### config.mk
export PLATFORM = sky130hd
export DESIGN_NAME = cpu_controller_ws
export DESIGN_NICKNAME = d
export VERILOG_FILES = /design/src/rtl/cpu_controller_ws.sv
export SDC_FILE = /design/constraint.sdc
export NUM_CORES = 1
export LEC_CHECK = 0
export ABC_CLOCK_PERIOD_IN_PS = 2000
export CAP_MARGIN = 15
export CORE_ASPECT_RATIO = 1.2
export CORE_MARGIN = 1.5
export CORE_UTILIZATION = 46
export CTS_CLUSTER_SIZE = 20
export DETAILED_ROUTE_END_ITERATION = 8
export GPL_TIMING_DRIVEN = 1
export HOLD_SLACK_MARGIN = 0.12
export PLACE_DENSITY = 0.78
export SLEW_MARGIN = 15
export SYNTH_ARGS = -nofsm -noshare
export SYNTH_HDL_FRONTEND = slang
export SYNTH_SLANG_ARGS = --single-unit
### constraint.sdc
create_clock -name clk -period 2 [get_ports clk]
set_input_delay 0.5 -clock clk [delete_from_list [all_inputs] [get_ports clk]]
set_output_delay 0.5 -clock clk [all_outputs]
set_load 0.01 [all_outputs]
### src/rtl/cpu_controller_ws.sv
// Phase sequencer for the RISC CPU: walks a 9-state instruction cycle and decodes
// the datapath strobes from the registered state and latched opcode.
module cpu_controller_ws #(
  parameter int OP_CODE_WIDTH = 3,
  parameter int CNT_WIDTH     = 16,
  parameter int WAIT_EN       = 1
) (
  input  logic                     clk,
  input  logic                     rst,
  input  logic                     is_zero,
  input  logic [OP_CODE_WIDTH-1:0] op_code,
  input  logic                     mem_ready,
  input  logic                     resume,
  output logic                     sel,
  output logic                     rd,
  output logic                     ld_ir,
  output logic                     halt,
  output logic                     inc_pc,
  output logic                     ld_ac,
  output logic                     ld_pc,
  output logic                     wr,
  output logic                     data_e,
  output logic                     illegal,
  output logic [3:0]               phase,
  output logic [CNT_WIDTH-1:0]     inst_count
);

  typedef enum logic [3:0] {
    INST_ADDR  = 4'd0,
    INST_FETCH = 4'd1,
    INST_LOAD  = 4'd2,
    IDLE       = 4'd3,
    OP_ADDR    = 4'd4,
    OP_FETCH   = 4'd5,
    ALU_OP     = 4'd6,
    STORE      = 4'd7,
    HALTED     = 4'd8
  } state_e;

  localparam logic [OP_CODE_WIDTH-1:0] OP_HLT = OP_CODE_WIDTH'(0);
  localparam logic [OP_CODE_WIDTH-1:0] OP_SKZ = OP_CODE_WIDTH'(1);
  localparam logic [OP_CODE_WIDTH-1:0] OP_ADD = OP_CODE_WIDTH'(2);
  localparam logic [OP_CODE_WIDTH-1:0] OP_AND = OP_CODE_WIDTH'(3);
  localparam logic [OP_CODE_WIDTH-1:0] OP_XOR = OP_CODE_WIDTH'(4);
  localparam logic [OP_CODE_WIDTH-1:0] OP_LDA = OP_CODE_WIDTH'(5);
  localparam logic [OP_CODE_WIDTH-1:0] OP_STO = OP_CODE_WIDTH'(6);
  localparam logic [OP_CODE_WIDTH-1:0] OP_JMP = OP_CODE_WIDTH'(7);

  state_e                   state_q, state_d;
  logic [OP_CODE_WIDTH-1:0] op_q;
  logic [CNT_WIDTH-1:0]     cnt_q, cnt_d;
  logic                     memGo;
  logic                     isRdop;
  logic                     isSto;
  logic                     isIllegal;

  // With wait states disabled the memory is assumed to answer in one cycle.
  assign memGo     = (WAIT_EN == 0) ? 1'b1 : mem_ready;
  assign isRdop    = (op_q == OP_ADD) || (op_q == OP_AND) || (op_q == OP_XOR) || (op_q == OP_LDA);
  assign isSto     = (op_q == OP_STO);
  assign isIllegal = (op_q > OP_JMP);

  always_ff @(posedge clk or posedge rst) begin
    if (rst) begin
      state_q <= INST_ADDR;
      op_q    <= '0;
      cnt_q   <= '0;
    end else begin
      state_q <= state_d;
      cnt_q   <= cnt_d;
      if (state_q == IDLE) begin
        op_q <= op_code;
      end
    end
  end

  always_comb begin
    state_d = state_q;
    unique case (state_q)
      INST_ADDR:  state_d = INST_FETCH;
      INST_FETCH: state_d = memGo ? INST_LOAD : INST_FETCH;
      INST_LOAD:  state_d = IDLE;
      IDLE:       state_d = OP_ADDR;
      OP_ADDR:    state_d = (op_q == OP_HLT) ? HALTED : OP_FETCH;
      HALTED:     state_d = resume ? OP_FETCH : HALTED;
      OP_FETCH:   state_d = (isRdop && !memGo) ? OP_FETCH : ALU_OP;
      ALU_OP:     state_d = STORE;
      STORE:      state_d = (isSto && !memGo) ? STORE : INST_ADDR;
      default:    state_d = INST_ADDR;
    endcase
  end

  // An instruction retires on the edge that leaves STORE; the counter sticks at all-ones.
  always_comb begin
    cnt_d = cnt_q;
    if ((state_q == STORE) && (state_d == INST_ADDR) && (cnt_q != '1)) begin
      cnt_d = cnt_q + CNT_WIDTH'(1);
    end
  end

  always_comb begin
    sel     = 1'b0;
    rd      = 1'b0;
    ld_ir   = 1'b0;
    halt    = 1'b0;
    inc_pc  = 1'b0;
    ld_ac   = 1'b0;
    ld_pc   = 1'b0;
    wr      = 1'b0;
    data_e  = 1'b0;
    illegal = 1'b0;
    unique case (state_q)
      INST_ADDR: sel = 1'b1;
      INST_FETCH: begin
        sel = 1'b1;
        rd  = 1'b1;
      end
      INST_LOAD, IDLE: begin
        sel   = 1'b1;
        rd    = 1'b1;
        ld_ir = 1'b1;
      end
      OP_ADDR: begin
        inc_pc  = 1'b1;
        illegal = isIllegal;
      end
      HALTED:   halt = 1'b1;
      OP_FETCH: rd = isRdop;
      ALU_OP: begin
        rd     = isRdop;
        inc_pc = (op_q == OP_SKZ) && is_zero;
        ld_pc  = (op_q == OP_JMP);
        data_e = isSto;
      end
      STORE: begin
        rd     = isRdop;
        ld_ac  = isRdop;
        ld_pc  = (op_q == OP_JMP);
        wr     = isSto;
        data_e = isSto;
      end
      default: ;
    endcase
  end

  assign phase      = state_q;
  assign inst_count = cnt_q;

endmodule
## Word level (Yosys, flattened, before mapping)

Cells that the tools add are included.

- Register bits: 23
- Output and inout bits: 30

- Reductions and logical operators: 17
- Equality and inequality tests: 16
- $lt $le $gt $ge: 1
- Add/sub/neg operators: 1
- Multiplexer cells: 16

Operator list:

| kind | number |
|---|---|
| 4-bit case mux with 9 select lines | 1 |
| 16-bit by 1-bit adder with 16-bit output (second input constant) | 1 |
| 4-bit by 3-bit == test with 1-bit output (second input constant) | 4 |
| 16-bit != test (second input constant) | 1 |
| 3-bit == test (second input constant) | 4 |
| 4-bit by 2-bit == test with 1-bit output (second input constant) | 2 |
| 4-bit logical NOT | 2 |
| 1-bit two-way mux | 8 |
| 4-bit two-way mux | 2 |
| 3-bit by 2-bit == test with 1-bit output (second input constant) | 2 |
| 3-bit OR reduction | 2 |
| 1-bit logical AND | 5 |
| 4-bit by 1-bit == test with 1-bit output (second input constant) | 1 |
| 4-bit == test (second input constant) | 1 |
| 2-bit two-way mux | 2 |
| 1-bit case mux with 2 select lines | 2 |
| 2-bit OR reduction | 2 |
| 4-bit OR reduction | 1 |
| 3-bit by 1-bit == test with 1-bit output (second input constant) | 1 |
| 3-bit greater-than comparator (second input constant) | 1 |
| 3-bit logical NOT | 1 |
| 1-bit logical OR | 3 |
| 3-bit two-way mux | 1 |
| 1-bit logical NOT | 1 |

## Logic depth before layout (Yosys ltp)

Gate-level depths: netlist (run 1).

- Depth after elaboration: 10
- Gate-level depth with buffers: 5

## Least setup slack after synthesis (run 1)

No wires, ideal clock.

- Kind: reg2out
- From: register state_q[3] (netlist: phase[3])
- To: output wr
- Data arrival time: 1315 ps
- Stages on the path, launching flop included: 6
- Setup slack: 185 ps
- Path through: dfrtp_1 buf_2 nor2b_1 nand4_1 nor2_1 and2_1

- Cells in the longest elaborated chain, start to end: 2

RTL lines:

| what | RTL line | source |
|---|---|---|
| from (decl) | 49 | `state_e state_q, state_d;` |
| from (signal assigned) | 69 | `state_q <= state_d;` |
| 4-bit by 3-bit == test with 1-bit output | 112 | `unique case (state_q)` |
| 1-bit two-way mux | 112 |  |
| to (decl) | 21 | `output logic wr,` |

No other way between the ends.

## Final worst setup path (run 1)

- From: register op_q[1]
- To: output rd

- Cells in the longest elaborated chain, start to end: 5
- Elaborated cells between the ends (all ways): 8
- Those cells by class: eq/ne (4); mux (1); reduce/logical (3)

RTL lines:

| what | RTL line | source |
|---|---|---|
| from (decl) | 50 | `logic [OP_CODE_WIDTH-1:0] op_q;` |
| from (signal assigned) | 72 | `op_q <= op_code;` |
| 3-bit by 2-bit == test with 1-bit output | 59 | `assign isRdop = (op_q == OP_ADD) \|\| (op_q == OP_AND) \|\| (op_q == OP_XOR) \|\| (op_q == OP_LDA);` |
| 1-bit logical OR (2 in a row) | 59 |  |
| 1-bit logical OR (*) | 59 |  |
| 1-bit case mux with 2 select lines (*) | 112 |  |
| to (decl) | 15 | `output logic rd,` |

Every way passes the cells marked *; elsewhere a longest branch is shown, timed or not.

==> flow_summary.html, run 1 <==
<table>
<tr><th>Metric</th><th>Value</th></tr>
<tr><th colspan="2">Setup path</th></tr>
<tr><td>Worst setup SP type</td><td>register</td></tr>
<tr><td>Data required time of the worst path</td><td>1.50 ns</td></tr>
<tr><td>Endpoint kind of the worst setup timing path</td><td>output pin</td></tr>
<tr><td>Critical setup path kind</td><td>register to output pin</td></tr>
<tr><td>Reg-to-reg critical path endpoint</td><td>inst_count[8]$_DFFE_PP0P_</td></tr>
<tr><td>Critical path, cell by cell</td><td>ha_1 &gt; nor2_1 &gt; nor3_1 &gt; buf_2</td></tr>
<tr><td>Logic depth of the worst setup path including buffers</td><td>4</td></tr>
<tr><td>Number of buffer and inverter stages on the critical path</td><td>1</td></tr>
<tr><td>Critical register-to-register path startpoint</td><td>phase[3]$_DFF_PP0_</td></tr>
<tr><td>Max Fanout on Critical Path</td><td>4</td></tr>
<tr><td>Slowest cell on the critical path</td><td>sky130_fd_sc_hd__dfrtp_1</td></tr>
<tr><td>Critical path endpoint</td><td>rd</td></tr>
<tr><td>Logic depth of the worst register-to-register path</td><td>7</td></tr>
<tr><td>Startpoint of the most critical setup path</td><td>op_q[1]$_DFFE_PP0P_</td></tr>
<tr><td>Delay of the slowest cell on the worst path</td><td>0.45 ns</td></tr>
<tr><td>Family of cells with the greatest summed delay on the critical path</td><td>flip-flops</td></tr>
<tr><td>Reg2reg setup slack</td><td>0.12 ns</td></tr>
<tr><td>Arr. time, crit path</td><td>about 1.5 ns</td></tr>
<tr><th colspan="2">Timing</th></tr>
<tr><td>Slew at the pin with the worst max-slew slack</td><td>about 0.39 ns</td></tr>
<tr><td>Setup-violating endpoint count in the final report</td><td>0</td></tr>
<tr><td>Number of endpoints with negative hold slack in the final report</td><td>0</td></tr>
<tr><td>Minimum period implied by the final worst setup slack</td><td>approximately 2 ns</td></tr>
<tr><td>Max-slew violation total from the final report</td><td>0</td></tr>
<tr><td>Final cycle utilization of the critical path</td><td>between 90% and 100%</td></tr>
<tr><td>Slew HR</td><td>73.4%</td></tr>
<tr><td>Post-route clock skew</td><td>roughly 0.0043 ns</td></tr>
<tr><td>Fmax</td><td>about 0.5 GHz</td></tr>
<tr><td>RSZ-0062 raised after global routing</td><td>true</td></tr>
<tr><th colspan="2">Placement</th></tr>
<tr><td>Routability cong.</td><td>0.840</td></tr>
<tr><td>Area after detailed placement</td><td>0.00184 mm^2</td></tr>
<tr><td>Number of buffer cells added on primary ports</td><td>37</td></tr>
<tr><td>Final HPWL DP</td><td>2370 um</td></tr>
<tr><th colspan="2">GRT</th></tr>
<tr><td>Maximum number of pins on one net before global-route repair</td><td>24</td></tr>
<tr><td>Overall global routing resource usage</td><td>22.7%</td></tr>
<tr><td>GRT Residual Overflow</td><td>0</td></tr>
<tr><td>Number of global-route vias before repair</td><td>approximately 1,300</td></tr>
<tr><td>Number of antenna violations at the first check in global routing</td><td>0</td></tr>
<tr><td>Wire length of the first global-routing pass</td><td>5350 um</td></tr>
<tr><th colspan="2">Route</th></tr>
<tr><td>Final routed wirelength across all metal layers</td><td>between 3000 and 4000 um</td></tr>
<tr><td>Wire length per cell after detailed routing</td><td>13.8 um</td></tr>
<tr><td>Antenna Nets Post-Route</td><td>0</td></tr>
<tr><td>Drt via density</td><td>5.33</td></tr>
<tr><td>DRT iter0 DRCs</td><td>22</td></tr>
<tr><td>Detailed-route via count</td><td>~1,200</td></tr>
<tr><td>Count of TritonRoute iterations in the first routing pass</td><td>4</td></tr>
<tr><td>DRC violation count after routing</td><td>0</td></tr>
<tr><th colspan="2">Power and ir drop</th></tr>
<tr><td>LEAKAGE</td><td>0.913 nW</td></tr>
<tr><td>Design Power</td><td>0.00208 W</td></tr>
<tr><td>Maximum vdd drop</td><td>0.806 mV</td></tr>
<tr><td>Pwr Density</td><td>1080 mW/mm^2</td></tr>
<tr><th colspan="2">Die</th></tr>
<tr><td>Die Height</td><td>roughly 60 um</td></tr>
<tr><td>Die ar.</td><td>around 0.0031 mm^2</td></tr>
<tr><td>Number of top-level pins</td><td>38</td></tr>
<tr><td>Area of the core region</td><td>around 0.0026 mm^2</td></tr>
<tr><td>Horiz. Die Dim</td><td>51.1 um</td></tr>
<tr><td>Row cnt</td><td>20</td></tr>
<tr><td>Starting Density</td><td>between 40% and 50%</td></tr>
<tr><th colspan="2">Cells and area</th></tr>
<tr><td>Ant. Diodes</td><td>0</td></tr>
<tr><td>Non-Filler Cell Area, Final</td><td>~0.0019 mm^2</td></tr>
<tr><td>Proportion of layout cells with a drive suffix above 1</td><td>a little over a quarter</td></tr>
<tr><td>Total number of nets in the final design</td><td>208</td></tr>
<tr><td>Core Util, Final</td><td>74.4%</td></tr>
<tr><td>Area overhead of the layout relative to synthesis</td><td>50.0%</td></tr>
<tr><td>Filler cell count</td><td>between 150 and 200</td></tr>
<tr><th colspan="2">Synth</th></tr>
<tr><td>Ys flop type</td><td>sky130_fd_sc_hd__dfrtp_1</td></tr>
<tr><td>Post-synth top area share</td><td>45.0%</td></tr>
<tr><td>Register bit count reported by yosys</td><td>23</td></tr>
<tr><td>Count of distinct cell types in the synthesized netlist</td><td>33</td></tr>
<tr><td>Arithmetic-cell share of the synthesized area counting full adders, half adders and majority gates</td><td>1.96%</td></tr>
<tr><td>Total number of yosys warnings</td><td>0</td></tr>
<tr><td>Post-synthesis instance area</td><td>0.00128 mm^2</td></tr>
<tr><td>Synth async-reset ratio</td><td>100%</td></tr>
<tr><td>Main combinational cell family by area after synthesis</td><td>simple AND/OR/NAND/NOR gates</td></tr>
<tr><td>Multiplexer share of the synthesized area</td><td>about 4.7%</td></tr>
<tr><td>Cell type contributing the most total cell area after synthesis</td><td>sky130_fd_sc_hd__dfrtp_1</td></tr>
<tr><td>Gate Count Post-Synth</td><td>approximately 130</td></tr>
<tr><td>Post-synthesis simple-gate area fraction</td><td>31.0%</td></tr>
<tr><td>Share of the synthesized area in compound gates (AO/OA/AOI/OAI)</td><td>a little under 6%</td></tr>
<tr><td>Post-synth EDFFs</td><td>0</td></tr>
<tr><td>Post-Syn Nets</td><td>143</td></tr>
<tr><td>Fraction of the yosys area taken by sequential cells</td><td>45.0%</td></tr>
<tr><td>Mean instance size in the synthesized netlist</td><td>9.61 um^2</td></tr>
<tr><td>XOR/XNOR share of the synthesized area</td><td>8.90%</td></tr>
<tr><td>Top post-synthesis cells by area</td><td>sky130_fd_sc_hd__dfrtp_1, sky130_fd_sc_hd__xor2_1, sky130_fd_sc_hd__nor3_1</td></tr>
<tr><th colspan="2">Min path</th></tr>
<tr><td>Type of the worst min-delay path</td><td>input pin to asynchronous set/reset pin</td></tr>
<tr><th colspan="2">Job</th></tr>
<tr><td>Max-cap violations</td><td>0</td></tr>
<tr><th colspan="2">Run status</th></tr>
<tr><td>Outcome</td><td>finished, final reports clean</td></tr>
<tr><th colspan="2">CTS</th></tr>
<tr><td>Clock Latency Late Sink</td><td>0.31 ns</td></tr>
<tr><td>Post-cts hold buffer count</td><td>0</td></tr>
<tr><td>TritonCTS clock tree</td><td>done</td></tr>
<tr><td>Clock Sink Count</td><td>23</td></tr>
<tr><td>Cell at the root of the clock tree</td><td>sky130_fd_sc_hd__clkbuf_4</td></tr>
<tr><td>Clock transition at the registers of the reported paths</td><td>0.12 ns</td></tr>
<tr><td>Number of CTS-inserted buffers</td><td>3</td></tr>
<tr><td>Maximum buffer depth of the clock tree</td><td>2</td></tr>
<tr><td>Clock H-tree levels</td><td>1</td></tr>
</table>
==> cells by family (layout without fill, tap and decap cells) <==
kind of cell,after synthesis,count (layout)
DFF,23,23
muxes,5,5
and+or+nand+nor,69,69
buffers and inverters,8,72
xor gates and xnor gates,13,13
AOI/OAI and AO/OA,13,13
adders and majority gates,2,2
==> final cells by class <==
type / instances / area, um^2 / area share, %
clock buffers: 4 / 26.3 / 1.37
well taps: 33 / 41.3 / 2.15
multi-input cells: 102 / 711 / 37.1
inverters: 5 / 18.8 / 0.978
repair buffers: 63 / 543 / 28.3
flip-flops and latches: 23 / 578 / 30.1
==> per-layer routing <==
metal  up-vias  GRT usage [%]  share of wire, %
met3         8           2.96               4.1
met4         0           12.4               2.0
met2        39           39.9                51
met1       572           27.0                43
li1        606              -                 -
met5         -              0                 0
==> cells in the mapped netlist (3+ instances only) <==
library cell and n:
sky130_fd_sc_hd__dfrtp_1 23, sky130_fd_sc_hd__nand2_1 13, sky130_fd_sc_hd__xor2_1 12, sky130_fd_sc_hd__nor3_1 11
sky130_fd_sc_hd__nor2_1 9, sky130_fd_sc_hd__nand3_1 7, sky130_fd_sc_hd__a21oi_1 5, sky130_fd_sc_hd__inv_1 5
sky130_fd_sc_hd__mux2_2 4, sky130_fd_sc_hd__nand4_1 4, sky130_fd_sc_hd__nor4_1 4, sky130_fd_sc_hd__o21ai_0 4
sky130_fd_sc_hd__and3_1 3, sky130_fd_sc_hd__nor4b_1 3, sky130_fd_sc_hd__o211ai_1 3
==> sequential cells by signal, summed over array words and instances (netlist names) <==
register,cells
phase,4
op_q,3
inst_count,16
==> worst min-delay path: stages <==
cell	delay, ns
sky130_fd_sc_hd__clkdlybuf4s50_1	0.40
sky130_fd_sc_hd__inv_1	0.05
sky130_fd_sc_hd__buf_4	0.28
==> what timing repair did <==
item,in CTS,in global routing
pin swaps,5,5
gates resized for setup,37,9
buffers inserted,3,2
endpoints found under the setup margin,11,7
==> layout by cell type (no fill, tap or decap), types with 2 or more instances in the layout <==
cell type | netlist | final
sky130_fd_sc_hd__nor4b_1 | 3 | 3
sky130_fd_sc_hd__o21ai_0 | 4 | 4
sky130_fd_sc_hd__and3_1 | 3 | 3
sky130_fd_sc_hd__nor2_1 | 9 | 9
sky130_fd_sc_hd__xor2_1 | 12 | 12
sky130_fd_sc_hd__dlygate4sd2_1 | 0 | 4
sky130_fd_sc_hd__nor3b_1 | 2 | 2
sky130_fd_sc_hd__inv_1 | 5 | 5
sky130_fd_sc_hd__a21oi_1 | 5 | 5
sky130_fd_sc_hd__nand3_1 | 7 | 6
sky130_fd_sc_hd__buf_4 | 0 | 23
sky130_fd_sc_hd__nand4_1 | 4 | 4
sky130_fd_sc_hd__nand2b_1 | 2 | 2
sky130_fd_sc_hd__nor3_2 | 0 | 2
sky130_fd_sc_hd__dfrtp_1 | 23 | 21
sky130_fd_sc_hd__nor3_1 | 11 | 9
sky130_fd_sc_hd__o211ai_1 | 3 | 3
sky130_fd_sc_hd__clkbuf_4 | 0 | 3
sky130_fd_sc_hd__nor4_1 | 4 | 4
sky130_fd_sc_hd__buf_2 | 1 | 5
sky130_fd_sc_hd__dfrtp_2 | 0 | 2
sky130_fd_sc_hd__buf_6 | 0 | 4
sky130_fd_sc_hd__mux2_2 | 4 | 4
sky130_fd_sc_hd__clkdlybuf4s50_1 | 0 | 26
sky130_fd_sc_hd__ha_1 | 2 | 2
sky130_fd_sc_hd__nand2_1 | 13 | 13
==> how the worst min path moves through the flow <==
stage	from	endpoint	cells after the start
final	rst	inst_count[14]$_DFFE_PP0P_	3
after global routing	rst	phase[2]$_DFF_PP0_	3
after CTS	rst	op_q[0]$_DFFE_PP0P_	3
after detailed placement	inst_count[5]$_DFFE_PP0P_	inst_count[5]$_DFFE_PP0P_	1
after global placement	inst_count[5]$_DFFE_PP0P_	inst_count[5]$_DFFE_PP0P_	1
after floorplan	rst	inst_count[0]$_DFFE_PP0P_	1
==> per-stage QoR <==
stage          setup slack (ns)  instances  hold slack [ns]  setup TNS (ns)
4_1_cts                0.000477        228            0.526               0
3_5_place_dp             -0.589        221            0.510          -0.889
3_3_place_gp             -0.509        221            0.497          -0.714
5_1_grt                 -0.0709        230            0.536          -0.115
6_report               0.000308        230            0.514               0
2_1_floorplan             0.185        133            0.502               0
==> power breakdown <==
part           internal, W  switching (W)
clock            0.0000779       0.000135
sequential        0.000571       0.000137
combinational     0.000631       0.000529
(Power assumes the default switching activity.)
==> inputs of run 2 (changes only) <==
==> config.mk (replaced) <==
export PLATFORM = sky130hd
export DESIGN_NAME = cpu_controller_ws
export DESIGN_NICKNAME = d
export VERILOG_FILES = /design/src/rtl/cpu_controller_ws.sv
export SDC_FILE = /design/constraint.sdc
export NUM_CORES = 1
export LEC_CHECK = 0
export ABC_CLOCK_PERIOD_IN_PS = 1650
export CAP_MARGIN = 15
export CORE_ASPECT_RATIO = 1.2
export CORE_MARGIN = 1.5
export CORE_UTILIZATION = 42
export CTS_CLUSTER_DIAMETER = 30
export CTS_CLUSTER_SIZE = 25
export DETAILED_ROUTE_END_ITERATION = 8
export GPL_TIMING_DRIVEN = 1
export HOLD_SLACK_MARGIN = 0.12
export PLACE_DENSITY = 0.75
export SLEW_MARGIN = 15
export SYNTH_ARGS = -nofsm -noshare
export SYNTH_HDL_FRONTEND = slang
export SYNTH_SLANG_ARGS = --single-unit
==> constraint.sdc (replaced) <==
create_clock -name clk -period 1.65 [get_ports clk]
set_input_delay 0.4125 -clock clk [delete_from_list [all_inputs] [get_ports clk]]
set_output_delay 0.4125 -clock clk [all_outputs]
set_load 0.01 [all_outputs]
==> run 2 against run 1 <==
  * The flow now finishes with violations (setup timing)
  * Wire length is 96% higher
  * Via count is 36% higher
  * Critical path depth did not move
==> flow_summary.html, run 2 (synthesis gave the netlist of run 1 again) <==
<table>
<tr><th>Metric</th><th>Value</th></tr>
<tr><th colspan="2">Route</th></tr>
<tr><td>Count of TritonRoute iterations in the first routing pass</td><td>4 (unchanged)</td></tr>
<tr><td>Detailed-route via count</td><td>1,664 (+36%)</td></tr>
<tr><td>DRC violation count after routing</td><td>0 (unchanged)</td></tr>
<tr><td>Wire length per cell after detailed routing</td><td>22.2 um (+61%)</td></tr>
<tr><td>DRT iter0 DRCs</td><td>70 (+220%)</td></tr>
<tr><td>Antenna Nets Post-Route</td><td>0 (unchanged)</td></tr>
<tr><td>Final routed wirelength across all metal layers</td><td>6230 um (+96%)</td></tr>
<tr><td>Drt via density</td><td>5.94 (+12%)</td></tr>
<tr><th colspan="2">CTS</th></tr>
<tr><td>Clock Sink Count</td><td>23 (unchanged)</td></tr>
<tr><td>Maximum buffer depth of the clock tree</td><td>2 (unchanged)</td></tr>
<tr><td>Number of CTS-inserted buffers</td><td>3 (unchanged)</td></tr>
<tr><td>TritonCTS clock tree</td><td>done</td></tr>
<tr><td>Post-cts hold buffer count</td><td>0 (unchanged)</td></tr>
<tr><td>Clock H-tree levels</td><td>1 (unchanged)</td></tr>
<tr><td>Cell at the root of the clock tree</td><td>sky130_fd_sc_hd__clkbuf_4</td></tr>
<tr><td>Clock Latency Late Sink</td><td>0.32 ns (about the same)</td></tr>
<tr><td>Clock transition at the registers of the reported paths</td><td>0.13 ns (about the same)</td></tr>
<tr><th colspan="2">Timing</th></tr>
<tr><td>Post-route clock skew</td><td>0.00459 ns (+0.000268 ns)</td></tr>
<tr><td>Slew HR</td><td>73.4% (about the same)</td></tr>
<tr><td>Minimum period implied by the final worst setup slack</td><td>2.04 ns</td></tr>
<tr><td>Number of endpoints with negative hold slack in the final report</td><td>0 (unchanged)</td></tr>
<tr><td>Setup-violating endpoint count in the final report</td><td>29 (+29)</td></tr>
<tr><td>RSZ-0062 raised after global routing</td><td>true</td></tr>
<tr><td>Final cycle utilization of the critical path</td><td>124%</td></tr>
<tr><td>Max-slew violation total from the final report</td><td>0 (unchanged)</td></tr>
<tr><td>Fmax</td><td>0.490 GHz</td></tr>
<tr><td>Worst setup margin</td><td>-0.392 ns (-0.392 ns)</td></tr>
<tr><td>Slew at the pin with the worst max-slew slack</td><td>0.398 ns (+0.00518 ns)</td></tr>
<tr><th colspan="2">Power and ir drop</th></tr>
<tr><td>Design Power</td><td>0.00352 W (+69%)</td></tr>
<tr><td>Pwr Density</td><td>1350 mW/mm^2 (+24%)</td></tr>
<tr><td>LEAKAGE</td><td>1.32 nW (+44%)</td></tr>
<tr><td>Maximum vdd drop</td><td>1.23 mV (+52%)</td></tr>
<tr><th colspan="2">Cells and area</th></tr>
<tr><td>Most used cells in the layout excluding fill and tap cells</td><td>sky130_fd_sc_hd__buf_4, sky130_fd_sc_hd__buf_6, sky130_fd_sc_hd__dfrtp_1</td></tr>
<tr><td>Cell Count, Final, Fillers Out</td><td>280 (+22%)</td></tr>
<tr><td>Filler cell count</td><td>106 (-42%)</td></tr>
<tr><td>Ant. Diodes</td><td>0 (unchanged)</td></tr>
<tr><td>Area overhead of the layout relative to synthesis</td><td>105%</td></tr>
<tr><td>Most common cell after layout, fill and taps aside</td><td>sky130_fd_sc_hd__buf_4</td></tr>
<tr><td>Core Util, Final</td><td>92.2% (+18 points)</td></tr>
<tr><td>Total number of nets in the final design</td><td>257 (+24%)</td></tr>
<tr><td>Largest register FFs</td><td>16 (unchanged)</td></tr>
<tr><td>Proportion of layout cells with a drive suffix above 1</td><td>54.1% (+27 points)</td></tr>
<tr><td>Non-Filler Cell Area, Final</td><td>0.00262 mm^2 (+36%)</td></tr>
<tr><th colspan="2">Setup path</th></tr>
<tr><td>Data required time of the worst path</td><td>1.24 ns (-0.26 ns)</td></tr>
<tr><td>Worst setup SP type</td><td>register</td></tr>
<tr><td>Number of buffer and inverter stages on the critical path</td><td>1 (unchanged)</td></tr>
<tr><td>Delay of the slowest cell on the worst path</td><td>0.47 ns (+0.02 ns)</td></tr>
<tr><td>Max Fanout on Critical Path</td><td>3 (-1)</td></tr>
<tr><td>Endpoint kind of the worst setup timing path</td><td>output pin</td></tr>
<tr><td>Family of cells with the greatest summed delay on the critical path</td><td>flip-flops</td></tr>
<tr><td>Critical setup path kind</td><td>register to output pin</td></tr>
<tr><td>Slowest cell on the critical path</td><td>sky130_fd_sc_hd__dfrtp_1</td></tr>
<tr><td>Arr. time, crit path</td><td>1.63 ns (+0.13 ns)</td></tr>
<tr><td>Critical path, cell by cell</td><td>ha_1 &gt; nor2_1 &gt; nor3_1 &gt; buf_2</td></tr>
<tr><th colspan="2">Min path</th></tr>
<tr><td>Type of the worst min-delay path</td><td>input pin to asynchronous set/reset pin</td></tr>
<tr><th colspan="2">Placement</th></tr>
<tr><td>Area after detailed placement</td><td>0.00197 mm^2 (+7.2%)</td></tr>
<tr><td>Cell count after placement</td><td>238 (+7.7%)</td></tr>
<tr><td>Final HPWL DP</td><td>2640 um (+11%)</td></tr>
<tr><td>Number of buffer cells added on primary ports</td><td>37 (unchanged)</td></tr>
<tr><td>Routability cong.</td><td>0.799 (-4.9%)</td></tr>
<tr><td>Post-placement setup slack</td><td>-0.737 ns (-0.148 ns)</td></tr>
<tr><th colspan="2">GRT</th></tr>
<tr><td>Overall global routing resource usage</td><td>32.3% (+9.6 points)</td></tr>
<tr><td>GRT Residual Overflow</td><td>0 (unchanged)</td></tr>
<tr><td>Wire length of the first global-routing pass</td><td>8120 um (+52%)</td></tr>
<tr><td>Maximum number of pins on one net before global-route repair</td><td>24 (unchanged)</td></tr>
<tr><td>Number of global-route vias before repair</td><td>1,702 (+35%)</td></tr>
<tr><td>Number of antenna violations at the first check in global routing</td><td>0 (unchanged)</td></tr>
<tr><th colspan="2">Die</th></tr>
<tr><td>Die ar.</td><td>0.00339 mm^2 (+9.0%)</td></tr>
<tr><td>Die Height</td><td>63.4 um (+4.4%)</td></tr>
<tr><td>Horiz. Die Dim</td><td>53.4 um (+4.4%)</td></tr>
<tr><td>Starting Density</td><td>45.1% (-4.5 points)</td></tr>
<tr><td>Area of the core region</td><td>0.00284 mm^2 (+10%)</td></tr>
<tr><td>Number of top-level pins</td><td>38 (unchanged)</td></tr>
<tr><td>Row cnt</td><td>21 (+5.0%)</td></tr>
<tr><th colspan="2">Run status</th></tr>
<tr><td>Violations in the final reports</td><td>setup timing</td></tr>
<tr><td>Outcome</td><td>complete, but fails checks</td></tr>
<tr><th colspan="2">Job</th></tr>
<tr><td>Max-cap violations</td><td>0 (unchanged)</td></tr>
</table>
## run 2: worst paths after layout
check	start	endpoint	slack, ns	cells past startpoint
setup / recovery	op_q[2]$_DFFE_PP0P_	rd	-0.39	4
hold / removal	rst	inst_count[11]$_DFFE_PP0P_	0.45	3
setup reg to reg	phase[3]$_DFF_PP0_	inst_count[13]$_DFFE_PP0P_	-0.25	7
hold reg to reg	inst_count[10]$_DFFE_PP0P_	inst_count[10]$_DFFE_PP0P_	0.53	1
max in group asynchronous	rst	phase[1]$_DFF_PP0_	0.95	3
min in group clk	inst_count[10]$_DFFE_PP0P_	inst_count[10]$_DFFE_PP0P_	0.53	1
## run 2: what timing repair did
item,4_1_cts,5_1_grt
buffers inserted,31,10
pin swaps,23,21
setup endpoints to repair,44,35
gates resized for setup,118,34
## run 2: power by group
part | switching [W] | internal (W)
Sequential | 0.000153 | 0.000692
Combinational | 0.00116 | 0.00124
Clock | 0.000183 | 0.0000947
Total | 0.00149 | 0.00203
## run 2: through the flow
stage          setup TNS [ns]  hold WS [ns]
2_1_floorplan          -0.120         0.414
3_3_place_gp            -7.58         0.507
3_5_place_dp            -8.48         0.514
4_1_cts                 -2.53         0.430
5_1_grt                 -7.06         0.466
6_report                -5.14         0.446
## run 2: cell type report
type                            count  area (um^2)  share of cell area [%]
Inverter                            5         18.8                   0.717
Sequential cell                    23          578                    22.1
Clock buffer                        4         26.3                    1.00
Multi-Input combinational cell    102          992                    37.9
Tap cell                           34         42.5                    1.63
Timing Repair Buffer              112          958                    36.6
## run 2: tightest hold or removal path, stage by stage
cell and delay, ns:
sky130_fd_sc_hd__clkdlybuf4s50_1 0.40, sky130_fd_sc_hd__inv_1 0.07, sky130_fd_sc_hd__buf_4 0.30
## run 2: per-layer routing
metal,vias to the layer above,track usage (%),wire (um)
met3,31,4.27,374
li1,703,-,-
met1,822,38.4,2330
met5,-,0,0
met4,0,13.5,355
met2,108,56.2,3170
